File: src/rtl/ddr_pcie_dma_pkg.sv
// Shared types and constants for the DDR-to-PCIe write DMA controller.
package ddr_pcie_dma_pkg;
  typedef enum logic [2:0] {
    ST_IDLE, ST_WAIT_DATA, ST_REQ, ST_WAIT_ACK, ST_XFER, ST_DONE
  } dma_state_e;

  localparam int unsigned BOUNDARY_BYTES = 4096;
  localparam int unsigned WORD_BYTES     = 8;

  function automatic logic [12:0] min13(input logic [12:0] a, input logic [12:0] b);
    return (a < b) ? a : b;
  endfunction
endpackage

File: src/rtl/ddr_pcie_dma_controller_if.sv
// Control, Tx-engine and DDR read FIFO signals of the DMA controller.
// master = controller side, slave = environment side.
interface ddr_pcie_dma_controller_if;
  logic        ctrl_en_i;
  logic [31:0] dma_dst_addr_i;
  logic [31:0] dma_len_i;
  logic        dma_done_o;
  logic        dma_done_ack_i;
  logic        dma_wr_req_o;
  logic        dma_wr_req_ack_i;
  logic [11:0] dma_wr_req_len_o;
  logic [31:0] dma_wr_req_addr_o;
  logic        dma_wr_data_rd_i;
  logic [63:0] dma_wr_data_o;
  logic        fifo_rd_o;
  logic [63:0] fifo_data_i;
  logic [10:0] fifo_data_cnt_i;

  modport master (
    input  ctrl_en_i, dma_dst_addr_i, dma_len_i, dma_done_ack_i, dma_wr_req_ack_i,
           dma_wr_data_rd_i, fifo_data_i, fifo_data_cnt_i,
    output dma_done_o, dma_wr_req_o, dma_wr_req_len_o, dma_wr_req_addr_o,
           dma_wr_data_o, fifo_rd_o
  );
  modport slave (
    output ctrl_en_i, dma_dst_addr_i, dma_len_i, dma_done_ack_i, dma_wr_req_ack_i,
           dma_wr_data_rd_i, fifo_data_i, fifo_data_cnt_i,
    input  dma_done_o, dma_wr_req_o, dma_wr_req_len_o, dma_wr_req_addr_o,
           dma_wr_data_o, fifo_rd_o
  );
endinterface

File: src/rtl/ddr_pcie_chunk_calc.sv
// Chunk length = min(remaining, MAX_PAYLOAD_BYTES, bytes to next 4 KB boundary).
module ddr_pcie_chunk_calc
  import ddr_pcie_dma_pkg::*;
#(
    parameter int unsigned MAX_PAYLOAD_BYTES = 128
) (
    input  logic [31:0] remaining_i,
    input  logic [11:0] addr_lo_i,
    output logic [11:0] chunk_len_o
);
    logic [12:0] rem_cap;
    logic [12:0] to_boundary;

    always_comb begin
        rem_cap     = (remaining_i > 32'(MAX_PAYLOAD_BYTES)) ? 13'(MAX_PAYLOAD_BYTES)
                                                             : remaining_i[12:0];
        to_boundary = 13'(BOUNDARY_BYTES) - {1'b0, addr_lo_i};
        // Result never exceeds MAX_PAYLOAD_BYTES (<= 512), so 12 bits suffice.
        chunk_len_o = 12'(min13(rem_cap, to_boundary));
    end
endmodule

File: src/rtl/ddr_pcie_dma_controller.sv
// Splits a host write DMA into 4 KB-safe TLP chunks fed from the DDR read FIFO.
// Optional DDR_PCIE_DMA_STATS_EN adds a cumulative sent_bytes_o counter.
module ddr_pcie_dma_controller
  import ddr_pcie_dma_pkg::*;
#(
    parameter int unsigned MAX_PAYLOAD_BYTES = 128
) (
    input  logic pcie_clk_i,
    input  logic rst_i,
    ddr_pcie_dma_controller_if.master bus
`ifdef DDR_PCIE_DMA_STATS_EN
    ,
    output logic [31:0] sent_bytes_o
`endif
);
    dma_state_e  state_q, state_d;
    logic [31:0] addr_q, addr_d;
    logic [31:0] rem_q, rem_d;
    logic [11:0] len_q, len_d;
    logic [31:0] req_addr_q, req_addr_d;
    logic        req_q, req_d;
    logic        done_q, done_d;
    logic [8:0]  words_q, words_d;
    logic        rd_dly_q, rd_dly_d;
    logic [63:0] wr_data_q, wr_data_d;
    logic [11:0] chunk_len;
    logic        fifo_rd;

    ddr_pcie_chunk_calc #(.MAX_PAYLOAD_BYTES(MAX_PAYLOAD_BYTES)) u_chunk (
        .remaining_i(rem_q),
        .addr_lo_i  (addr_q[11:0]),
        .chunk_len_o(chunk_len)
    );

    always_comb begin
        // Extra pulls past the chunk are dropped; no read during reset.
        fifo_rd    = (state_q == ST_XFER) && bus.dma_wr_data_rd_i && (words_q != '0) && !rst_i;
        state_d    = state_q;
        addr_d     = addr_q;
        rem_d      = rem_q;
        len_d      = len_q;
        req_addr_d = req_addr_q;
        req_d      = req_q;
        done_d     = done_q;
        words_d    = words_q;
        rd_dly_d   = fifo_rd;
        wr_data_d  = rd_dly_q ? bus.fifo_data_i : wr_data_q;
        case (state_q)
            ST_IDLE: if (bus.ctrl_en_i) begin
                addr_d = bus.dma_dst_addr_i;
                rem_d  = bus.dma_len_i;
                if (bus.dma_len_i == '0) begin
                    state_d = ST_DONE;
                    done_d  = 1'b1;
                end else begin
                    state_d = ST_WAIT_DATA;
                end
            end
            ST_WAIT_DATA: if ({bus.fifo_data_cnt_i, 3'b000} >= {2'b00, chunk_len}) begin
                state_d    = ST_REQ;
                req_d      = 1'b1;
                len_d      = chunk_len;
                req_addr_d = addr_q;
                words_d    = chunk_len[11:3];
            end
            // An ack that arrives in the very first request cycle is honoured too.
            ST_REQ, ST_WAIT_ACK: begin
                if (bus.dma_wr_req_ack_i) begin
                    req_d   = 1'b0;
                    state_d = ST_XFER;
                end else begin
                    state_d = ST_WAIT_ACK;
                end
            end
            ST_XFER: if (fifo_rd) begin
                words_d = words_q - 9'd1;
                if (words_q == 9'd1) begin
                    addr_d = addr_q + {20'd0, len_q};
                    rem_d  = rem_q - {20'd0, len_q};
                    if (rem_q == {20'd0, len_q}) begin
                        state_d = ST_DONE;
                        done_d  = 1'b1;
                    end else begin
                        state_d = ST_WAIT_DATA;
                    end
                end
            end
            ST_DONE: if (!bus.ctrl_en_i && bus.dma_done_ack_i) begin
                done_d  = 1'b0;
                state_d = ST_IDLE;
            end
            default: state_d = ST_IDLE;
        endcase
    end

    always_ff @(posedge pcie_clk_i) begin
        if (rst_i) begin
            state_q    <= ST_IDLE;
            addr_q     <= '0;
            rem_q      <= '0;
            len_q      <= '0;
            req_addr_q <= '0;
            req_q      <= 1'b0;
            done_q     <= 1'b0;
            words_q    <= '0;
            rd_dly_q   <= 1'b0;
            wr_data_q  <= '0;
        end else begin
            state_q    <= state_d;
            addr_q     <= addr_d;
            rem_q      <= rem_d;
            len_q      <= len_d;
            req_addr_q <= req_addr_d;
            req_q      <= req_d;
            done_q     <= done_d;
            words_q    <= words_d;
            rd_dly_q   <= rd_dly_d;
            wr_data_q  <= wr_data_d;
        end
    end

    assign bus.dma_done_o        = done_q;
    assign bus.dma_wr_req_o      = req_q;
    assign bus.dma_wr_req_len_o  = len_q;
    assign bus.dma_wr_req_addr_o = req_addr_q;
    assign bus.dma_wr_data_o     = wr_data_q;
    assign bus.fifo_rd_o         = fifo_rd;

`ifdef DDR_PCIE_DMA_STATS_EN
    logic [31:0] sent_q, sent_d;
    always_comb sent_d = fifo_rd ? sent_q + 32'(WORD_BYTES) : sent_q;
    always_ff @(posedge pcie_clk_i) begin
        if (rst_i) sent_q <= '0;
        else       sent_q <= sent_d;
    end
    assign sent_bytes_o = sent_q;
`endif
endmodule

File: src/flat_wrapper.sv
// flat-port wrapper written by rule: the top's interface ports become plain ports
module ddr_pcie_dma_controller_flat import ddr_pcie_dma_pkg::*;
#(
    parameter int unsigned MAX_PAYLOAD_BYTES = 128
)
  (pcie_clk_i, rst_i, bus_ctrl_en_i, bus_dma_dst_addr_i, bus_dma_len_i, bus_dma_done_ack_i, bus_dma_wr_req_ack_i, bus_dma_wr_data_rd_i, bus_fifo_data_i, bus_fifo_data_cnt_i, bus_dma_done_o, bus_dma_wr_req_o, bus_dma_wr_req_len_o, bus_dma_wr_req_addr_o, bus_dma_wr_data_o, bus_fifo_rd_o);
  ddr_pcie_dma_controller_if bus_i ();
  input  logic pcie_clk_i;
  input  logic rst_i;
  input wire logic [$bits(bus_i.ctrl_en_i)-1:0] bus_ctrl_en_i;
  input wire logic [$bits(bus_i.dma_dst_addr_i)-1:0] bus_dma_dst_addr_i;
  input wire logic [$bits(bus_i.dma_len_i)-1:0] bus_dma_len_i;
  input wire logic [$bits(bus_i.dma_done_ack_i)-1:0] bus_dma_done_ack_i;
  input wire logic [$bits(bus_i.dma_wr_req_ack_i)-1:0] bus_dma_wr_req_ack_i;
  input wire logic [$bits(bus_i.dma_wr_data_rd_i)-1:0] bus_dma_wr_data_rd_i;
  input wire logic [$bits(bus_i.fifo_data_i)-1:0] bus_fifo_data_i;
  input wire logic [$bits(bus_i.fifo_data_cnt_i)-1:0] bus_fifo_data_cnt_i;
  output wire logic [$bits(bus_i.dma_done_o)-1:0] bus_dma_done_o;
  output wire logic [$bits(bus_i.dma_wr_req_o)-1:0] bus_dma_wr_req_o;
  output wire logic [$bits(bus_i.dma_wr_req_len_o)-1:0] bus_dma_wr_req_len_o;
  output wire logic [$bits(bus_i.dma_wr_req_addr_o)-1:0] bus_dma_wr_req_addr_o;
  output wire logic [$bits(bus_i.dma_wr_data_o)-1:0] bus_dma_wr_data_o;
  output wire logic [$bits(bus_i.fifo_rd_o)-1:0] bus_fifo_rd_o;
  assign bus_i.ctrl_en_i = bus_ctrl_en_i;
  assign bus_i.dma_dst_addr_i = bus_dma_dst_addr_i;
  assign bus_i.dma_len_i = bus_dma_len_i;
  assign bus_i.dma_done_ack_i = bus_dma_done_ack_i;
  assign bus_i.dma_wr_req_ack_i = bus_dma_wr_req_ack_i;
  assign bus_i.dma_wr_data_rd_i = bus_dma_wr_data_rd_i;
  assign bus_i.fifo_data_i = bus_fifo_data_i;
  assign bus_i.fifo_data_cnt_i = bus_fifo_data_cnt_i;
  assign bus_dma_done_o = bus_i.dma_done_o;
  assign bus_dma_wr_req_o = bus_i.dma_wr_req_o;
  assign bus_dma_wr_req_len_o = bus_i.dma_wr_req_len_o;
  assign bus_dma_wr_req_addr_o = bus_i.dma_wr_req_addr_o;
  assign bus_dma_wr_data_o = bus_i.dma_wr_data_o;
  assign bus_fifo_rd_o = bus_i.fifo_rd_o;
  ddr_pcie_dma_controller #(.MAX_PAYLOAD_BYTES(MAX_PAYLOAD_BYTES)) u_core (.pcie_clk_i(pcie_clk_i), .rst_i(rst_i), .bus(bus_i));
endmodule
File: config.mk
export PLATFORM = sky130hd
export DESIGN_NAME = ddr_pcie_dma_controller_flat
export DESIGN_NICKNAME = d
export VERILOG_FILES = /design/src/rtl/ddr_pcie_dma_pkg.sv /design/src/rtl/ddr_pcie_dma_controller_if.sv /design/src/rtl/ddr_pcie_chunk_calc.sv /design/src/rtl/ddr_pcie_dma_controller.sv /design/src/flat_wrapper.sv
export SDC_FILE = /design/constraint.sdc
export NUM_CORES = 1
export LEC_CHECK = 0
export CAP_MARGIN = 20
export CORE_ASPECT_RATIO = 0.7
export CORE_UTILIZATION = 35
export DETAILED_ROUTE_END_ITERATION = 10
export GPL_TIMING_DRIVEN = 0
export HOLD_SLACK_MARGIN = 0.06
export MAX_ROUTING_LAYER = met4
export PLACE_DENSITY_LB_ADDON = 0.05
export SLEW_MARGIN = 15
export SYNTH_ARGS = -nofsm -noshare
export SYNTH_HDL_FRONTEND = slang
export SYNTH_SLANG_ARGS = --single-unit
File: constraint.sdc
create_clock -name pcie_clk_i -period 6.1 [get_ports pcie_clk_i]
set_clock_uncertainty 0.2 [all_clocks]
set_input_delay 1.83 -clock pcie_clk_i [delete_from_list [all_inputs] [get_ports pcie_clk_i]]
set_output_delay 1.83 -clock pcie_clk_i [all_outputs]
set_load 0.01 [all_outputs]
After elaboration in Yosys (flattened, before gate mapping) --
Cells that the tools add are included.
Word-level totals: memory bits (read-only) 0, bits in latches 0, register bits after elaboration 187, logic and storage cells 84, memories kept 0, bits of input ports 145, RAM bits 0
Cells by class: reductions and logical operators 20, $mul 0, $add $sub $neg 4, equality and inequality tests 15, shift-type cells 0, div/mod/pow operators 0, muxes and demuxes 32, bitwise gates (word level) 0, order comparisons 3
Operator list (number):
- 2-to-1 mux 32 bit | 6
- case mux 32 bit (2 select lines) | 2
- adder 32 x 12 -> 32 bit | 1
- == test 32 x 12 -> 1 bit | 1
- greater-than comparator 32 x 8 -> 1 bit, second input constant | 1
- zero test 32 bit | 1
- subtractor 32 x 12 -> 32 bit | 1
- 2-to-1 mux 3 bit | 8
- 2-to-1 mux 9 bit | 2
- case mux 9 bit (2 select lines) | 1
- case mux 3 bit (5 select lines) | 1
- >= comparator 14 x 12 -> 1 bit | 1
- < comparator 13 bit | 1
- 2-to-1 mux 13 bit | 1
- subtractor 13 x 12 -> 13 bit, first input constant | 1
- 2-to-1 mux 12 bit | 1
- != test 2 bit, second input constant | 5
- == test 9 x 1 -> 1 bit, second input constant | 1
- nonzero test 9 bit | 1
- subtractor 9 x 1 -> 9 bit, second input constant | 1
- 2-to-1 mux 1 bit | 8
- AND reduction 7 bit | 1
- == test 3 x 2 -> 1 bit, second input constant | 2
- == test 3 bit, second input constant | 2
- 14 further kinds | 23

Depth between registers and ports, before layout --
Gate-level depths: netlist of the first run.
depth after elaboration 7, mapped depth 25, mapped depth without buffers 21

Modules after synthesis --
From an unflattened synthesis of the first run, not the netlist that was laid out.
Unflattened totals: cell total of the unflattened synthesis 1280, area total of the unflattened synthesis 10562.6 µm²
By module, submodules not included:
- ddr_pcie_dma_controller | seq. area each 3743.6 µm², instances 1, area each 9831.9 µm², cells an instance 1178
- ddr_pcie_chunk_calc | seq. area each 0.0 µm², instances 1, area each 730.7 µm², cells an instance 102

Least setup slack after synthesis of the first run --
OpenSTA, ideal clock, no wires.
path type flip-flop to flip-flop, start register u_core.rem_q[20], end register u_core.words_q[7], slack 0.727 ns, arrival time 5.055 ns, cell stages (with the launch flop) 22, data required time 5.783 ns, cells stage by stage dfxtp_1 or4_4 or3b_4 nor3_4 and2_1 ha_1 a211o_1 a221oi_1 o221ai_1 a21o_1 buf_6 mux2_2 ha_1 nand4_1 o21ai_0 a31oi_1 o21ai_0 o21ai_0 a21oi_2 buf_2 o22ai_1 a32o_1
On the way: word-level cells in the longest chain between the ends 7, elaborated cells on any way between the ends 9
Ends and longest elaborated chain:
- start: declaration | RTL line ddr_pcie_dma_controller.sv:18 | logic [31:0] rem_q, rem_d;
- start signal: assignment | RTL line ddr_pcie_dma_controller.sv:111 | rem_q <= rem_d;
- greater-than comparator 32 x 8 -> 1 bit * | RTL line ddr_pcie_chunk_calc.sv:15 | rem_cap = (remaining_i > 32'(MAX_PAYLOAD_BYTES)) ? 13'(MAX_PAYLOAD_BYTES)
- 2-to-1 mux 13 bit * | RTL line ddr_pcie_chunk_calc.sv:15
- < comparator 13 bit | RTL line ddr_pcie_dma_pkg.sv:11 | return (a < b) ? a : b;
- 2-to-1 mux 12 bit * | RTL line ddr_pcie_dma_pkg.sv:11
- >= comparator 14 x 12 -> 1 bit | RTL line ddr_pcie_dma_controller.sv:59 | ST_WAIT_DATA: if ({bus.fifo_data_cnt_i, 3'b000} >= {2'b00, chunk_len}) begin
- != test 2 x 1 -> 1 bit (no source line)
- AND reduction 3 bit (no source line)
- end signal: assignment | RTL line ddr_pcie_dma_controller.sv:116 | words_q <= words_d;
- end: declaration | RTL line ddr_pcie_dma_controller.sv:23 | logic [8:0] words_q, words_d;
Mark *: on every way between the ends. The rest lies on a longest branch, timed or not. The select of a mux whose other input is x is not followed. A chain may end at the register's enable or synchronous reset.

Worst setup path in the final report of the first run --
Same ends and word-level chain as after synthesis.

==> results of run 1 <==
worst paths after layout:
kind | slack, ps | to | cells after the start
max | 190 | u_core.words_q[7]$_SDFFE_PP0P_ | 22
min reg2reg | 260 | u_core.bus.dma_wr_req_addr_o[28]$_SDFFE_PP0P_ | 2
min | 260 | u_core.bus.dma_wr_req_addr_o[28]$_SDFFE_PP0P_ | 2
max reg2reg | 190 | u_core.words_q[7]$_SDFFE_PP0P_ | 22
metal layers:
layer	wire length, µm	vias up
met1	20020	5015
met5	0	-
met2	16800	464
li1	-	5015
met4	420	0
met3	3846	25
Yosys cell counts (9+ instances only):
master | count | area, µm²
xnor2_1 | 17 | 148.9
buf_1 | 11 | 41.29
a21oi_1 | 93 | 465.5
o21ai_0 | 62 | 310.3
a211oi_1 | 33 | 247.7
nor3_1 | 37 | 185.2
nand2_1 | 135 | 506.7
ha_1 | 48 | 600.6
and3_1 | 11 | 68.82
clkbuf_1 | 54 | 202.7
dfxtp_1 | 187 | 3744
nor2_1 | 148 | 555.5
o21a_1 | 13 | 97.59
nor4_1 | 26 | 162.7
inv_1 | 39 | 146.4
nor2b_1 | 10 | 62.56
a21o_1 | 11 | 82.58
mux2i_1 | 69 | 690.7
nand4_1 | 13 | 81.33
nand3_1 | 11 | 55.05
or3_1 | 9 | 56.30
a311oi_1 | 21 | 183.9
nand3b_1 | 9 | 67.56
cells in the final DEF (no fill, tap or decap), drive strengths merged, types with 13 or more instances in the layout:
cell / count
nor4: 26
a311oi: 21
a21oi: 95
nand2: 135
a211oi: 34
xnor2: 17
inv: 46
buf: 29
clkdlybuf4s50: 254
nor3: 40
nor2: 148
o21a: 13
nand4: 13
ha: 48
mux2i: 69
clkbuf: 74
dfxtp: 187
o21ai: 64
sequential cells by signal (all words and copies together) (netlist names):
signal	cells
u_core.rem_q	32
u_core.bus.dma_wr_data_o	64
u_core.bus.dma_wr_req_addr_o	32
u_core.bus.dma_wr_req_o	1
u_core.bus.dma_done_o	1
u_core.rd_dly_q	1
u_core.state_q	3
u_core.addr_q	32
u_core.words_q	9
u_core.bus.dma_wr_req_len_o	12
worst min-delay path, cell delays in order, from the launching register on:
cell	delay, ps
dfxtp_1	310
nand2_1	50
a21oi_1	50
cell families after synthesis:
family / Yosys count
AND/OR/NAND/NOR: 445
AO/OA/AOI/OAI: 327
flip-flops: 187
buffers and inverters: 118
multiplexers: 71
adder cells (fa/ha/maj): 50
XOR/XNOR: 25
other: 1
metrics by stage:
stage               TNS (ps)  cell area (µm²)
detailed placement    -18700            13130
global placement      -19670            13100
global route          -35.18            13860
floorplan                  0            10080
finish                     0            13860
CTS                        0            13730
area by class of cell:
| type | instances | area, µm² | share of cell area, % |
|---|---|---|---|
| buffer | 76 | 332.8 | 2.401 |
| clock buffer | 19 | 442.9 | 3.195 |
| multi-input combinational | 923 | 5993 | 43.23 |
| timing repair buffer | 263 | 2619 | 18.89 |
| antenna | 1 | 2.502 | 0.01805 |
| tap | 371 | 464.2 | 3.348 |
| sequential | 187 | 3744 | 27.00 |
| inverter | 42 | 158.9 | 1.146 |
| clock inverter | 13 | 107.6 | 0.7761 |
timing repair:
action | in CTS | in global routing
resized for setup | 6 | 28
setup endpoints to repair | 55 | 58
pin swaps | 0 | 3
buffers inserted | 3 | 3
hold buffers | 0 | 0
report_power, final:
part	internal [µW]	switching [µW]
combinational	539	773
sequential	1310	121
clock	543	546
total	2390	1440
==> flow_summary.json, run 1 <==
{
  "ir_drop_v": 0.0001978,
  "die_area_um2": 29460,
  "synth_cell_types": 78,
  "hp-start": "u_core.bus.dma_wr_req_addr_o[28]$_SDFFE_PP0P_",
  "worstPathMaxFanout": 10,
  "routedWlPerCell_um": 21.68,
  "status": "complete, no violations",
  "io_pins": 256,
  "pre_cts_slack_ps": -535.8,
  "layout.nets": 1705,
  "vias": 10520,
  "layoutNonFillerInstCount": 1895,
  "reg2reg_from": "u_core.rem_q[20]$_SDFFE_PP0P_",
  "fin_ws_ps": 193.0,
  "core_um2": 28010,
  "synth_top_family_by_area": "compound AO/OA/AOI/OAI gates",
  "clkTransAtPathRegs_ps": 70,
  "gp_congestion": 0.9148,
  "drt-initial-drc-count": 1085,
  "synthXorXnorAreaFrac_pct": 2.175,
  "syn_area_um2": 10070,
  "root_buffer": "clkbuf_16",
  "power.density_nw_per_um2": 276.5,
  "dp_hpwl_um": 31490,
  "port_buffers": 255,
  "timing.final.crit_share_pct": 96.84,
  "final_core_util_pct": 49.49,
  "finalWirelength_um": 41080,
  "synth_edf_count": 0,
  "die_w_um": 204.7,
  "crit_arrival_ps": 6050,
  "vias_per_cell": 5.551,
  "met2_usage_pct": 37.64,
  "grt.overflow.total": 0,
  "crit_type": "flop to flop",
  "leakagePower_uw": 0.005014,
  "final.min_clock_period_ps": 5907,
  "drv_cap": 0,
  "cp-start-kind": "flop",
  "worstSetupStartpoint": "u_core.rem_q[20]$_SDFFE_PP0P_",
  "rows": 51,
  "antenna_found_initial": 0,
  "tightest_slew_ps": 1048,
  "seq_area_frac_synth_pct": 37.18,
  "finalHoldViolCount": 0,
  "clock_latency_ps": 450,
  "placed_cells": 1856,
  "slew_headroom_pct": 29.66,
  "required_ps": 6240,
  "grtUsageMet3_pct": 6.961,
  "cts_buffers": 17,
  "worstHoldPathType": "flop to flop",
  "synthMuxAreaShare_pct": 7.083,
  "grt-busiest-layer": "met1",
  "grt_max_degree": 18,
  "htree_levels": 4,
  "postSynthCellCount": 1224,
  "hold_ws_ps": 256.1,
  "grt_first_pass_wirelength_um": 59140,
  "cts_buffer_depth": 2,
  "start_util_pct": 35.94,
  "cp_cell_sequence": "or4_4, or3b_4, nor3_4, and2_1, ha_1, a211o_1, a221oi_2, o221ai_2, a21o_1, buf_6, mux2_2, ha_1, nand4_1, o21ai_0, a31oi_1, o21ai_2, o21ai_2, a21oi_2, buf_4, clkbuf_4, o22ai_1, a32o_1",
  "drive_gt1_share_pct": 6.435,
  "cts_tree": "built",
  "ant_nets": 0,
  "cts_sinks": 187,
  "cp_slowest_cell": "or4_4",
  "synth_top_flop_cell": "dfxtp_1",
  "cpPeakStageDelay_ps": 580,
  "synth-simple-area-share_pct": 20.69,
  "avgSynthCellArea_um2": 8.226,
  "max_freq_ghz": 0.1693,
  "area_delta_synth_final_pct": 37.70,
  "setup_viol": 0,
  "drv_slew": 0,
  "drc": 0,
  "grt_pass1_vias": 9366,
  "dr.pass1.iters": 5,
  "ys_ff_latch": 187,
  "synth_compound_area_share_pct": 21.67,
  "critPathCaptureType": "flop",
  "p_total_uw": 3833,
  "die_h_um": 143.9,
  "fillers": 2768,
  "grtUsageMet1_pct": 41.60,
  "synth_fa_ha_area_share_pct": 6.363,
  "path_delay_family": "compound AO/OA/AOI/OAI gates",
  "async_reset_ff_share_pct": 0,
  "yosys_warnings": 0,
  "grt_util_all_layers_pct": 28.12,
  "timing.critical_path.buf_inv": 3
}
No activity file was read; power rests on OpenSTA's default activity.
==> run 2: changes to the inputs <==
Settings changed: GPL_ROUTABILITY_DRIVEN from default to 0.
==> run 2 against run 1 <==
Combinational power about the same. Sequential share of layout area is essentially flat. Sequential power about the same. Critical path depth shrank 1. Clock-buffer cell count down 1. Non-clock buffer count decreased by 1. Total power increased by 1.3%. Utilization is essentially flat. Final area hardly changed. Clock power rose by 6%. Worst setup slack improved by 33 ps. Register-to-register slack better by 30 ps. Critical path type unchanged.
==> flow_summary.json, run 2 (same netlist as run 1, synthesis figures left out) <==
{
  "worstHoldPathType": "flop to flop",
  "grt.overflow.total": 0,
  "dp_hpwl_um": 31330,
  "clkPwrFrac_pct": 29.6,
  "ant_nets": 0,
  "tightest_slew_ps": 1063,
  "cts_buffer_depth": 2,
  "io_pins": 256,
  "vias_per_cell": 5.594,
  "drc": 0,
  "placed_cells": 1856,
  "antennaDiodeCount": 0,
  "max_freq_ghz": 0.1703,
  "whs_path_depth": 2,
  "layout.nets": 1704,
  "r2r_slack_ps": 230,
  "rows": 51,
  "layout_common_cells": "clkdlybuf4s50_1, dfxtp_1, nor2_1, nand2_1, a21oi_1",
  "largest_register_ffs": 64,
  "drt-initial-drc-count": 1033,
  "clock_latency_ps": 450,
  "cp-start-kind": "flop",
  "finalHoldViolCount": 0,
  "grt_pass1_vias": 9580,
  "grt_first_pass_wirelength_um": 59470,
  "seq_power_share_pct": 36.8,
  "htree_levels": 4,
  "clkTransAtPathRegs_ps": 70,
  "drv_cap": 0,
  "cts_sinks": 187,
  "final_core_util_pct": 49.54,
  "critPathCaptureType": "flop",
  "grt_setup_unrepaired": "true",
  "worstPathMaxFanout": 10,
  "timing.final.crit_share_pct": 96.29,
  "grt_max_degree": 19,
  "crit_arrival_ps": 6010,
  "timing.rr.end": "u_core.bus.dma_wr_req_len_o[11]$_SDFFE_PP0P_",
  "ir_drop_v": 0.0002100,
  "power.density_nw_per_um2": 279.7,
  "cts-hold-fix-buffers": 0,
  "start_util_pct": 35.94,
  "fin_ws_ps": 226.4,
  "status": "complete, no violations",
  "fillers": 2747,
  "p_comb_share_pct": 33.6,
  "routedWlPerCell_um": 21.60,
  "dr.pass1.iters": 5,
  "drive_gt1_share_pct": 6.242,
  "root_buffer": "clkbuf_16",
  "vias": 10590,
  "core_um2": 28010,
  "cts_buffers": 17,
  "grt_util_all_layers_pct": 28.09,
  "die_w_um": 204.7,
  "slew_headroom_pct": 28.68,
  "required_ps": 6240,
  "antenna_found_initial": 0,
  "worstRegToRegCells": 21,
  "drv_slew": 0,
  "final.min_clock_period_ps": 5874,
  "p_int_uw": 2441,
  "p_total_uw": 3881,
  "hp-start": "u_core.bus.dma_wr_req_addr_o[20]$_SDFFE_PP0P_",
  "finalWirelength_um": 40890,
  "layoutNonFillerInstCount": 1893,
  "die_area_um2": 29460,
  "pre_cts_slack_ps": -641.7,
  "switching_share_pct": 37.12,
  "hold_end": "u_core.bus.dma_wr_req_addr_o[20]$_SDFFE_PP0P_",
  "final_common_cell": "clkdlybuf4s50_1",
  "port_buffers": 255,
  "crit_type": "flop to flop",
  "area_delta_synth_final_pct": 37.83,
  "setup_viol": 0,
  "cts_tree": "built",
  "die_h_um": 143.9,
  "reg2reg_from": "u_core.rem_q[20]$_SDFFE_PP0P_",
  "p_sw_uw": 1441,
  "leakagePower_uw": 0.005047
}
==> run 2: cell type report <==
cell class              count  area (µm²)  share of cell area (%)
clock inverters            14       150.1                   1.082
clock buffers              18       439.2                   3.165
inverters                  42       158.9                   1.145
repair buffers            264        2626                   18.93
multi-input cells         923        5971                   43.03
plain buffers              74       324.1                   2.335
flip-flops and latches    187        3744                   26.98
well taps                 371       464.2                   3.345
==> run 2: worst max-delay path by stage <==
stage                                  startpoint                                             to  slack [ps]  depth (start not counted)
floorplan           u_core.rem_q[20]$_SDFFE_PP0P_                 u_core.words_q[7]$_SDFFE_PP0P_         730                         21
global placement    u_core.rem_q[24]$_SDFFE_PP0P_   u_core.bus.dma_wr_req_len_o[11]$_SDFFE_PP0P_        -640                         22
CTS                 u_core.rem_q[20]$_SDFFE_PP0P_  u_core.bus.dma_wr_req_addr_o[31]$_SDFFE_PP0P_          30                         22
global route        u_core.rem_q[20]$_SDFFE_PP0P_  u_core.bus.dma_wr_req_addr_o[30]$_SDFFE_PP0P_         -20                         23
detailed placement  u_core.rem_q[24]$_SDFFE_PP0P_   u_core.bus.dma_wr_req_len_o[11]$_SDFFE_PP0P_        -640                         22
finish              u_core.rem_q[20]$_SDFFE_PP0P_   u_core.bus.dma_wr_req_len_o[11]$_SDFFE_PP0P_         230                         21
==> run 2: layer usage <==
layer	GRT usage [%]	vias to the layer above	wire, µm
li1	-	5013	-
met1	41.31	4983	19630
met2	36.65	554	16280
met3	7.619	40	4296
met4	7.266	0	686
met5	-	-	0
==> run 2: power by group through the flow <==
| stage | combinational, µW | clock (µW) | sequential (µW) |
|---|---|---|---|
| after floorplan | 778 | 0 | 1420 |
| after global placement | 1220 | 0 | 1450 |
| after detailed placement | 1230 | 0 | 1450 |
| after CTS | 1250 | 1170 | 1420 |
| after global routing | 1410 | 1220 | 1440 |
| final | 1300 | 1150 | 1430 |
==> run 2: repair_timing <==
action	in CTS	in global routing
buffers inserted	4	3
setup endpoints to repair	55	58
pin swaps	0	4
resized for setup	10	19
==> run 2: critical path: stages (launching register included) <==
cell and delay (ps):
dfxtp_1 370, or4_4 570, or3b_4 460, nor3_4 280
and2_1 170, ha_1 250, a211o_1 300, a221oi_2 340
o221ai_2 160, a21o_1 200, buf_6 160, mux2_4 360
ha_1 310, nand4_1 130, o21ai_1 150, a31oi_1 70
o21ai_2 250, o21ai_2 130, a21oi_4 250, buf_4 240
nor2_1 120, a22o_1 280
==> run 2: stage by stage <==
step           TNS, ps  hold WS [ps]  area, µm²
2_1_floorplan        0         240.3      10080
3_3_place_gp    -23240         246.0      13100
3_5_place_dp    -24570         245.9      13130
4_1_cts              0         256.6      13780
5_1_grt         -72.88         272.1      13880
6_report             0         255.0      13880
==> run 3: changes to the inputs <==
Settings changed: CELL_PAD_IN_SITES_DETAIL_PLACEMENT from default to 0, CELL_PAD_IN_SITES_GLOBAL_PLACEMENT from default to 1.
==> run 3 against run 2 <==
Total power shrank 0.58%. Worst setup slack lost 20 ps. Register-to-register slack got worse by 20 ps. Die area is the same. Sequential power about the same. Via count fell by 0.24%. Routed wire length increased by 1.2%. Clock power about the same. Maximum frequency down 0.35%. Utilization is essentially flat. Critical path depth decreased by 1.
==> flow_summary.json, run 3 (same netlist as run 1, synthesis figures left out) <==
{
  "drv_slew": 0,
  "power.density_nw_per_um2": 277.8,
  "antennaDiodeCount": 0,
  "crit_type": "flop to flop",
  "worstRegToRegCells": 20,
  "cp-start-kind": "flop",
  "placed_cells": 1855,
  "grt_setup_unrepaired": "false",
  "drive_gt1_share_pct": 6.772,
  "whs_path_depth": 2,
  "required_ps": 6250,
  "io_pins": 256,
  "dr.pass1.iters": 5,
  "antenna_found_initial": 0,
  "cts-hold-fix-buffers": 0,
  "leakagePower_uw": 0.005024,
  "largest_register_ffs": 64,
  "max_freq_ghz": 0.1697,
  "layout.nets": 1703,
  "grt_pass1_vias": 9700,
  "drv_cap": 0,
  "area_delta_synth_final_pct": 37.94,
  "ant_nets": 0,
  "switching_share_pct": 37.88,
  "final_common_cell": "clkdlybuf4s50_1",
  "cp_cell_sequence": "or4_4, or3b_4, nor3_4, and2_4, ha_1, a211o_1, a221oi_2, o221ai_2, a21o_1, buf_6, nand2b_1, ha_1, a2111oi_0, o21ai_2, nor2_2, a21oi_2, buf_4, buf_4, buf_4, a211oi_1",
  "clkPwrFrac_pct": 29.3,
  "p_comb_share_pct": 33.4,
  "die_w_um": 204.7,
  "layout_common_cells": "clkdlybuf4s50_1, dfxtp_1, nor2_1, nand2_1, a21oi_1",
  "cpMostUsedCell": "buf_4",
  "cpPeakStageDelay_ps": 560,
  "clkTransAtPathRegs_ps": 80,
  "dp_hpwl_um": 31580,
  "critPathCaptureType": "flop",
  "slew_headroom_pct": 25.26,
  "cts_buffers": 17,
  "finalHoldViolCount": 0,
  "port_buffers": 255,
  "status": "complete, no violations",
  "layoutNonFillerInstCount": 1892,
  "timing.final.crit_share_pct": 96.62,
  "drt-initial-drc-count": 1010,
  "grt_max_degree": 20,
  "ir_drop_v": 0.0002114,
  "grt_util_all_layers_pct": 28.33,
  "clock_latency_ps": 450,
  "tightest_slew_ps": 1114,
  "start_util_pct": 35.94,
  "p_int_uw": 2397,
  "setup_viol": 0,
  "routedWlPerCell_um": 21.88,
  "r2r_slack_ps": 210,
  "finalWirelength_um": 41400,
  "seq_power_share_pct": 37.2,
  "grt.overflow.total": 0,
  "vias_per_cell": 5.584,
  "cts_buffer_depth": 2,
  "htree_levels": 4,
  "grt_first_pass_wirelength_um": 59850,
  "p_sw_uw": 1462,
  "worstHoldPathType": "flop to flop",
  "crit_arrival_ps": 6050,
  "cp_slowest_cell": "or4_4",
  "worstPathMaxFanout": 10,
  "cts_tree": "built",
  "cts_sinks": 187,
  "drc": 0,
  "root_buffer": "clkbuf_16",
  "pre_cts_slack_ps": -674.5,
  "stdcell_area_um2": 13890,
  "die_h_um": 143.9,
  "fin_ws_ps": 206.0,
  "rows": 51,
  "die_area_um2": 29460,
  "place_area_um2": 13120,
  "core_um2": 28010,
  "vias": 10570,
  "final.min_clock_period_ps": 5894
}
==> run 3: worst paths after layout <==
kind,from,end
max,u_core.rem_q[20]$_SDFFE_PP0P_,u_core.bus.dma_wr_req_len_o[2]$_SDFFE_PP0P_
min,u_core.bus.dma_wr_req_addr_o[13]$_SDFFE_PP0P_,u_core.bus.dma_wr_req_addr_o[13]$_SDFFE_PP0P_
max reg2reg,u_core.rem_q[20]$_SDFFE_PP0P_,u_core.bus.dma_wr_req_len_o[2]$_SDFFE_PP0P_
min reg2reg,u_core.bus.dma_wr_req_addr_o[13]$_SDFFE_PP0P_,u_core.bus.dma_wr_req_addr_o[13]$_SDFFE_PP0P_
==> run 3: layer usage <==
metal  track usage, %  vias to the layer above  routed length [µm]
li1                 -                     5018                   -
met1            42.06                     5025               20120
met2            37.78                      493               16610
met3            6.893                       29                4215
met4            5.852                        0                 454
met5                -                        -                   0
==> run 3: worst max-delay path: cells and delay by family, from the launching register on <==
| family | cells | cell delay (ps) |
|---|---|---|
| buf+inv | 4 | 680 |
| flops | 1 | 360 |
| fa+ha+maj | 2 | 540 |
| compound gates | 8 | 2040 |
| simple gates | 6 | 1960 |
==> run 3: power by group through the flow <==
stage,sequential [µW],clock (µW),combinational (µW)
after CTS,1430,1150,1230
after global placement,1450,0,1200
final,1440,1130,1290
after global routing,1450,1190,1400
after floorplan,1420,0,778
after detailed placement,1450,0,1210
==> run 3: cell type report <==
cell class | instances | area [µm²]
tap | 371 | 464.2
multi-input combinational | 923 | 6001
fill | 2754 | 14120
buffer | 76 | 341.6
clock inverter | 15 | 148.9
sequential | 187 | 3745
clock buffer | 17 | 425.4
inverter | 42 | 158.9
timing repair buffer | 261 | 2604
==> run 3: timing repair <==
item	CTS	global route
setup buffers	3	2
resized for setup	10	35
pin swaps	1	7
endpoints found under the setup margin	57	55
hold endpoints to repair	0	0
==> run 3: metrics by stage <==
stage | setup TNS (ps) | hold WS (ps) | total power (µW) | util (%)
floorplan | 0 | 240.3 | 2195 | -
global placement | -25620 | 244.9 | 2658 | 46.76
detailed placement | -27310 | 246.8 | 2666 | 46.84
CTS | 0 | 257.4 | 3807 | 49.10
global route | 0 | 274.2 | 4036 | 49.58
finish | 0 | 255.0 | 3859 | 49.58
